`src/rtl/ram_read_streamer.sv`:
```
`default_nettype none
// ============================================================================
// Module   : ram_read_streamer
// Purpose  : Read-side controller for a single-port RAM. Sweeps a programmed
//            address range (with modulo wrap), absorbs the fixed RAM read
//            latency with a valid shift register, and delivers the words as
//            a valid/ready stream through a credit-managed skid FIFO so that
//            downstream backpressure never drops data.
// Ports    : clk, rst          - clock, synchronous active-high reset
//            start             - launch pulse (only honoured in IDLE)
//            base_addr         - first address of the sweep
//            num_words         - word count, 0..2^ADDR_WIDTH
//            busy, done        - sweep in progress / end-of-sweep pulse
//            ram_address       - registered RAM address
//            ram_wren          - tied low, this block only reads
//            ram_rd_data       - RAM read data
//            out_data/valid/ready/last - output stream
// Revision : 1.0 - initial release
// ============================================================================
module ram_read_streamer #(
  parameter int ADDR_WIDTH  = 12,
  parameter int DATA_WIDTH  = 32,
  parameter int RAM_LATENCY = 2,
  parameter int FIFO_DEPTH  = 4
) (
  input  logic                  clk,
  input  logic                  rst,
  input  logic                  start,
  input  logic [ADDR_WIDTH-1:0] base_addr,
  input  logic [ADDR_WIDTH:0]   num_words,
  output logic                  busy,
  output logic                  done,
  output logic [ADDR_WIDTH-1:0] ram_address,
  output logic                  ram_wren,
  input  logic [DATA_WIDTH-1:0] ram_rd_data,
  output logic [DATA_WIDTH-1:0] out_data,
  output logic                  out_valid,
  input  logic                  out_ready,
  output logic                  out_last
);

  localparam int PTR_W = $clog2(FIFO_DEPTH);
  // Wide enough to hold outstanding + fifo_count without overflow.
  localparam int CW    = $clog2(FIFO_DEPTH + RAM_LATENCY + 1);

  typedef enum logic [1:0] {
    IDLE  = 2'd0,
    ISSUE = 2'd1,
    DRAIN = 2'd2,
    FIN   = 2'd3
  } state_t;

  state_t                 state, state_next;
  logic [ADDR_WIDTH-1:0]  addr;
  logic [ADDR_WIDTH:0]    remaining_issue;
  logic                   empty_sweep;
  logic [RAM_LATENCY-1:0] pipe_valid;
  logic [RAM_LATENCY-1:0] pipe_last;

  logic [DATA_WIDTH-1:0]  fifo_data [FIFO_DEPTH];
  logic [FIFO_DEPTH-1:0]  fifo_last;
  logic [PTR_W-1:0]       wr_ptr, rd_ptr;
  logic [CW-1:0]          fifo_count;
  logic [CW-1:0]          outstanding;

  logic issue, last_issue, fifo_wr, fifo_rd, last_fire;

  assign ram_wren = 1'b0;

  // Reads currently travelling through the RAM latency pipeline.
  always_comb begin
    outstanding = '0;
    for (int i = 0; i < RAM_LATENCY; i++) begin
      outstanding = outstanding + CW'(pipe_valid[i]);
    end
  end

  // Credit check: every issued read already owns a FIFO slot, so the FIFO
  // can never be full when the pipeline tail delivers a word.
  assign issue      = (state == ISSUE) && ((outstanding + fifo_count) < CW'(FIFO_DEPTH));
  assign last_issue = (remaining_issue == (ADDR_WIDTH + 1)'(1));
  assign fifo_wr    = pipe_valid[RAM_LATENCY-1];

  assign out_valid  = (fifo_count != '0);
  assign out_data   = fifo_data[rd_ptr];
  assign out_last   = out_valid && fifo_last[rd_ptr];
  assign fifo_rd    = out_valid && out_ready;
  assign last_fire  = fifo_rd && fifo_last[rd_ptr];

  // Next-state logic. A zero-length sweep passes through DRAIN (which exits
  // at once) so that done appears two cycles after start, the same
  // registered-done path used by non-empty sweeps.
  always_comb begin
    state_next = state;
    case (state)
      IDLE:  if (start) state_next = ISSUE;
      ISSUE: if (issue && last_issue) state_next = DRAIN;
      DRAIN: if (last_fire || empty_sweep) state_next = FIN;
      FIN:   state_next = IDLE;
      default: state_next = IDLE;
    endcase
    if (state == IDLE && start && num_words == '0) begin
      state_next = DRAIN;
    end
  end

  always_ff @(posedge clk) begin
    if (rst) begin
      state           <= IDLE;
      busy            <= 1'b0;
      done            <= 1'b0;
      ram_address     <= '0;
      addr            <= '0;
      remaining_issue <= '0;
      empty_sweep     <= 1'b0;
      pipe_valid      <= '0;
      pipe_last       <= '0;
      wr_ptr          <= '0;
      rd_ptr          <= '0;
      fifo_count      <= '0;
    end else begin
      state <= state_next;
      // DRAIN entered straight from IDLE is the zero-length case: not busy.
      busy  <= (state_next == ISSUE) || (state_next == DRAIN && state != IDLE);
      done  <= (state_next == FIN);

      if (state == IDLE && start) begin
        addr            <= base_addr;
        remaining_issue <= num_words;
        empty_sweep     <= (num_words == '0);
      end else if (issue) begin
        ram_address     <= addr;
        addr            <= addr + 1'b1;
        remaining_issue <= remaining_issue - 1'b1;
      end

      pipe_valid <= (pipe_valid << 1) | RAM_LATENCY'(issue);
      pipe_last  <= (pipe_last << 1) | RAM_LATENCY'(issue && last_issue);

      if (fifo_wr) wr_ptr <= wr_ptr + 1'b1;
      if (fifo_rd) rd_ptr <= rd_ptr + 1'b1;
      case ({fifo_wr, fifo_rd})
        2'b10:   fifo_count <= fifo_count + 1'b1;
        2'b01:   fifo_count <= fifo_count - 1'b1;
        default: fifo_count <= fifo_count;
      endcase
    end
  end

  // Storage needs no reset: contents are only observed while counted valid.
  always_ff @(posedge clk) begin
    if (fifo_wr) begin
      fifo_data[wr_ptr] <= ram_rd_data;
      fifo_last[wr_ptr] <= pipe_last[RAM_LATENCY-1];
    end
  end

endmodule
`default_nettype wire

```
`config.mk`:
```
export PLATFORM = sky130hd
export DESIGN_NAME = ram_read_streamer
export DESIGN_NICKNAME = d
export VERILOG_FILES = /design/src/rtl/ram_read_streamer.sv
export SDC_FILE = /design/constraint.sdc
export NUM_CORES = 1
export LEC_CHECK = 0
export CORE_ASPECT_RATIO = 1.75
export CORE_MARGIN = 8
export CORE_UTILIZATION = 54
export DETAILED_ROUTE_END_ITERATION = 10
export PLACE_DENSITY = 0.79
export SLEW_MARGIN = 20
export SYNTH_ARGS = -nofsm -noshare
export SYNTH_HDL_FRONTEND = slang
export SYNTH_SLANG_ARGS = --single-unit
```
`constraint.sdc`:
```
create_clock -name clk -period 2.4 [get_ports clk]
set_clock_uncertainty 0.15 [all_clocks]
set_input_delay 0.48 -clock clk [delete_from_list [all_inputs] [get_ports clk]]
set_output_delay 0.48 -clock clk [all_outputs]
set_load 0.02 [all_outputs]
```
Word-level counts from Yosys, hierarchy flattened
Memory sizes are Yosys's and may differ from the RTL's. A register that Yosys moved wholly into a read port is not among the register bits.
Index checks and enable logic that the tools add are counted.
Cells by class
  muxes and demuxes: 19
  $add $sub $neg: 8
  bitwise logic cells: 3
  eq/ne operators: 9
  reduce and logical (&&, ||, !) cells: 18
  magnitude comparators: 4
Operators with widths (number)
  2-to-1 mux 13 bit: 2
  2-to-1 mux 12 bit: 2
  equality test 13 x 1 -> 1 bit, second input constant: 1
  logical NOT 13 bit: 1
  subtractor 13 x 1 -> 13 bit, second input constant: 1
  adder 12 x 1 -> 12 bit, second input constant: 1
  2-to-1 mux 2 bit: 6
  equality test 2 bit, second input constant: 5
  logical AND 1 bit: 9
  case mux 2 bit (4 select lines): 1
  equality test 2 x 1 -> 1 bit, second input constant: 3
  less-than comparator 2 x 3 -> 1 bit, second input constant: 2
  case mux 3 bit (2 select lines): 1
  nonzero test 2 bit: 3
  adder 2 x 1 -> 2 bit, second input constant: 2
  bitwise mux 4 bit: 1
  2-to-1 mux 1 bit: 4
  bitwise OR 2 x 1 -> 2 bit: 2
  adder 2 x 3 -> 3 bit: 1
  adder 3 x 1 -> 3 bit, second input constant: 1
  less-than comparator 3 bit, second input constant: 1
  nonzero test 3 bit: 1
  subtractor 3 x 1 -> 3 bit, second input constant: 1
  adder 1 x 1 -> 2 bit: 1
  other kinds (7): 8
Word-level totals
  bits of input ports: 61
  memory bits (writable): 128
  register bits after elaboration: 57
  logic and storage cells: 75
  output and inout bits: 49
  memories kept: 1
Memories
  fifo_data: depth 4, bits a word 32, read ports 1, clocked after memory_dff 1, write ports 1, RTL line 60  | logic [DATA_WIDTH-1:0] fifo_data [FIFO_DEPTH];

Logic depth before layout (Yosys ltp)
  depth after elaboration: 11
  mapped depth: 8
  depth with buffers taken out: 7

Worst setup path before layout
Ideal clock, no wire load.
  kind: input -> register
  start point: input out_ready
  end point: register fifo_count[2]
  stages on the path: 7
  buffers on the path: 0
  slack: 0.349 ns
  library setup time: 0.070 ns
  data arrival time: 1.831 ns
  required time: 2.180 ns
  cells stage by stage: o31a_1 ha_1 inv_1 fa_1 xor2_1 or3_1 a21oi_1
Between the ends
  cells in the longest elaborated chain, start to end: 3
  elaborated cells on any way between the ends: 5
  classes of those cells: 2 x eq/ne; 1 x mux; 2 x reduce/logical
RTL lines
  from (decl): RTL line 38  | input logic out_ready,
  logical AND 1 bit (*): RTL line 87  | assign fifo_rd = out_valid && out_ready;
  equality test 2 x 1 -> 1 bit or equality test 2 bit (tied branches): RTL line 142  | case ({fifo_wr, fifo_rd})
  case mux 3 bit (2 select lines) or nonzero test 2 bit (tied branches)
  to (signal assigned): RTL line 143  | 2'b10: fifo_count <= fifo_count + 1'b1;
  to (signal assigned): RTL line 144  | 2'b01: fifo_count <= fifo_count - 1'b1;
  to (signal assigned): RTL line 145  | default: fifo_count <= fifo_count;
  to (decl): RTL line 63  | logic [CW-1:0] fifo_count;
Mark *: on every way between the ends. The rest lies on a longest branch, timed or not.
A chain may end at the register's enable or synchronous reset.

==> out/results.ini <==
[outcome]
outcome = finished, violations left
violations_in_the_final_reports = negative setup slack

[sta]
worst_slew_pin_slew_ns = 0.542
min_period_over_period = 1.02
rsz0062_at_grt = true
fin_crit_ns = 2.45
fin_ws_ns = -0.0455
setup-violations-final = 15
maxSlewViolCount = 0
timing_hold_violations_final = 0
slew-limit-headroom = 0.635
clock.fmax_mhz = 409

[synth]
yosysSeqAreaShare = 0.675
synthTopCellsByArea = edfxtp_1 53%, dfxtp_1 15%, mux4_2 9.9%
synth_largest_type_area_fraction = 0.528
synth_area_per_cell_sq_um = 15.0
async_flop_share = 0
synth.largest_area_cell = edfxtp_1
post-synth-top-count-cell = edfxtp_1
yosys.cell_types.count = 59
yosys_warnings = 0
synthCells = 499
mappedNetlistNets = 570
yosys_most_used_dff = edfxtp_1
post_synth_instance_area_sq_um = 7500
number_of_synthesized_register_bits = 187
synth_edf_count = 132
synth.top_cells.by_count = 132 x edfxtp_1, 55 x dfxtp_1, 53 x nand2_1, 33 x mux4_2, 24 x a21oi_1

[critical_path]
crit_buf_inv = 2
path_cells = bufbuf_16 -> mux4_2 -> buf_2
slowest_stage = mux4_2
max_stage_delay_ns = 0.51
worst-endpoint-required_ns = 1.77
ff2ff_setup_slack_ns = 0.16
path_class = reg2out
path_delay_family = multiplexers
cp_data_arrival_time_ns = 1.82
worstSetupStartpointType = flop
worstPathMaxFanout = 8
critPathCaptureType = primary output

[floorplan]
core_sq_um = 13800
fp.dieW_um = 105
initial_core_util = 0.545
dieArea_sq_um = 18100
ios = 110
rows = 57
die_h_um = 172

[power]
power.density_cell_area_nw_per_um2 = 811
leakagePower_nw = 3.09
ir_worst_vdd_mv = 0.626
total_power_mw = 7.59

[clocking]
clk_pin_slew_worst_paths_ns = 0.07
clk-insertion-delay-late_ns = 0.43
htreeDepth = 4
clock-sinks = 187
cts-root-to-sink-buffers = 2
cts_tree = built
cts_root_buffer = clkbuf_16
cts_made_buffers = 17

[routing]
detailedRoute.firstIterationViolations = 295
detailedRoute.firstPassIterationCount = 6
drc_markers = 0
detail_route.wl_per_cell_um = 21.5
detailroute.via_count = 4803
wl_um = 17200
detail_route.vias_per_cell = 5.98
drt.antenna.violating_nets = 0

[placed_design]
gp_routability_congestion = 0.861
dpl.cell_count = 769
hpwlAfterDp_um = 11500
port-buffer-count = 108
post_dp_cell_area_sq_um = 8890
post-place-ws_ns = -0.175

[finish]
number_of_nets_in_the_layout = 684
post-route-cell-area_sq_um = 9360
utilization = 0.680
multi_input_area_sq_um = 2260
ff_latch_area_sq_um = 5070
finalNonFillerCells = 803
antenna-diode-count = 0
fillCellCount = 912
drive_above_1_share = 0.212
area_growth_syn_to_layout_pct = 24.7

[global_route]
grt.overflow.total = 0
first_pass_grt_wire_length_um = 27400
grt_start_max_net_pins = 48
grt_use_total = 0.196
grt_pass1_vias = 5125
grt_antenna_before_repair = 0

[flow_run]
max-cap-violations = 0

[hold_path]
min-delay-path-class = in2reg

-- logic make-up (layout without fill, tap and decap cells) --
| kind of cell | Yosys count | count (layout) | share of synthesized area |
|---|---|---|---|
| and+or+nand+nor | 138 | 138 | 0.0975 |
| DFF | 187 | 187 | 0.675 |
| xor gates and xnor gates | 5 | 5 | 0.00584 |
| muxes | 34 | 34 | 0.100 |
| adders and majority gates | 10 | 10 | 0.0177 |
| buffers and inverters | 40 | 167 | 0.0243 |
| other | 1 | 1 | 0.000500 |
| AOI/OAI and AO/OA | 84 | 84 | 0.0787 |
-- report_power, final --
group	internal [mW]	total [mW]	leakage, nW	switching (mW)
Clock	1.39	2.68	0.278	1.29
Combinational	0.599	1.24	1.17	0.642
Sequential	3.56	3.67	1.64	0.115
-- area by class of cell --
type,count,share of cell area
Clock buffer,18,0.0458
Clock inverter,14,0.0151
Inverter,10,0.00401
Multi-Input combinational cell,272,0.242
Sequential cell,187,0.542
Tap cell,177,0.0237
Timing Repair Buffer,125,0.128
-- cell usage in the layout (no fill, tap or decap), types with 6 or more instances in the layout --
master	count
buf_2	34
clkdlybuf4s50_1	73
clkbuf_16	17
buf_4	6
o311ai_0	9
a31oi_1	17
a32oi_1	7
inv_1	10
dfxtp_1	53
ha_1	9
or3_1	12
nand3_1	14
nor2_1	15
edfxtp_1	132
nand2_1	53
mux4_2	33
buf_12	9
a21oi_1	24
-- registers in the layout, indices dropped and copies added, names as in the netlist, 3 cells and up, named ones only --
| signal | cells |
|---|---|
| ram_address | 12 |
| addr | 12 |
| remaining_issue | 13 |
| fifo_count | 3 |
| fifo_data | 128 |
| fifo_last | 4 |
-- stage by stage --
step | setup TNS, ns | hold slack (ns)
after global placement | -0.108 | 0.274
after CTS | -0.909 | 0.282
after floorplan | 0 | 0.264
final | -0.285 | 0.267
after detailed placement | -0.175 | 0.294
after global routing | -1.17 | 0.296
-- worst paths after layout --
| path | from | to | cells after the start |
|---|---|---|---|
| min | rst | busy | 3 |
| max | flop | out_data[0] | 3 |
| min reg2reg | pipe_last[0] | pipe_last[1] | 1 |
| max reg2reg | fifo_count[0] | addr[7] | 6 |
-- routing by layer --
metal  wire length (um)  GRT usage  vias up
met4                450     0.0911        0
met1               6290      0.204     2394
met2               9460      0.361      180
met5                  0          0        -
met3               1030     0.0507       34
li1                   -          -     2195
-- worst register-to-register path: cells and delay by family (launching register included) --
| kind | cells | cell delay [ns] |
|---|---|---|
| adders and majority gates | 1 | 0.29 |
| DFF | 1 | 0.43 |
| buffers and inverters | 1 | 0.20 |
| AOI/OAI and AO/OA | 3 | 0.59 |
| and+or+nand+nor | 1 | 0.52 |
-- timing repair --
| action | 4_1_cts | 5_1_grt |
|---|---|---|
| hold buffers | 0 | 0 |
| setup buffers | 0 | 0 |
| cloned | 2 | 0 |
| endpoints found under the hold margin | 0 | 0 |
| gates resized for setup | 134 | 1 |
| endpoints found under the setup margin | 34 | 16 |
No activity file was read; power rests on OpenSTA's default activity.
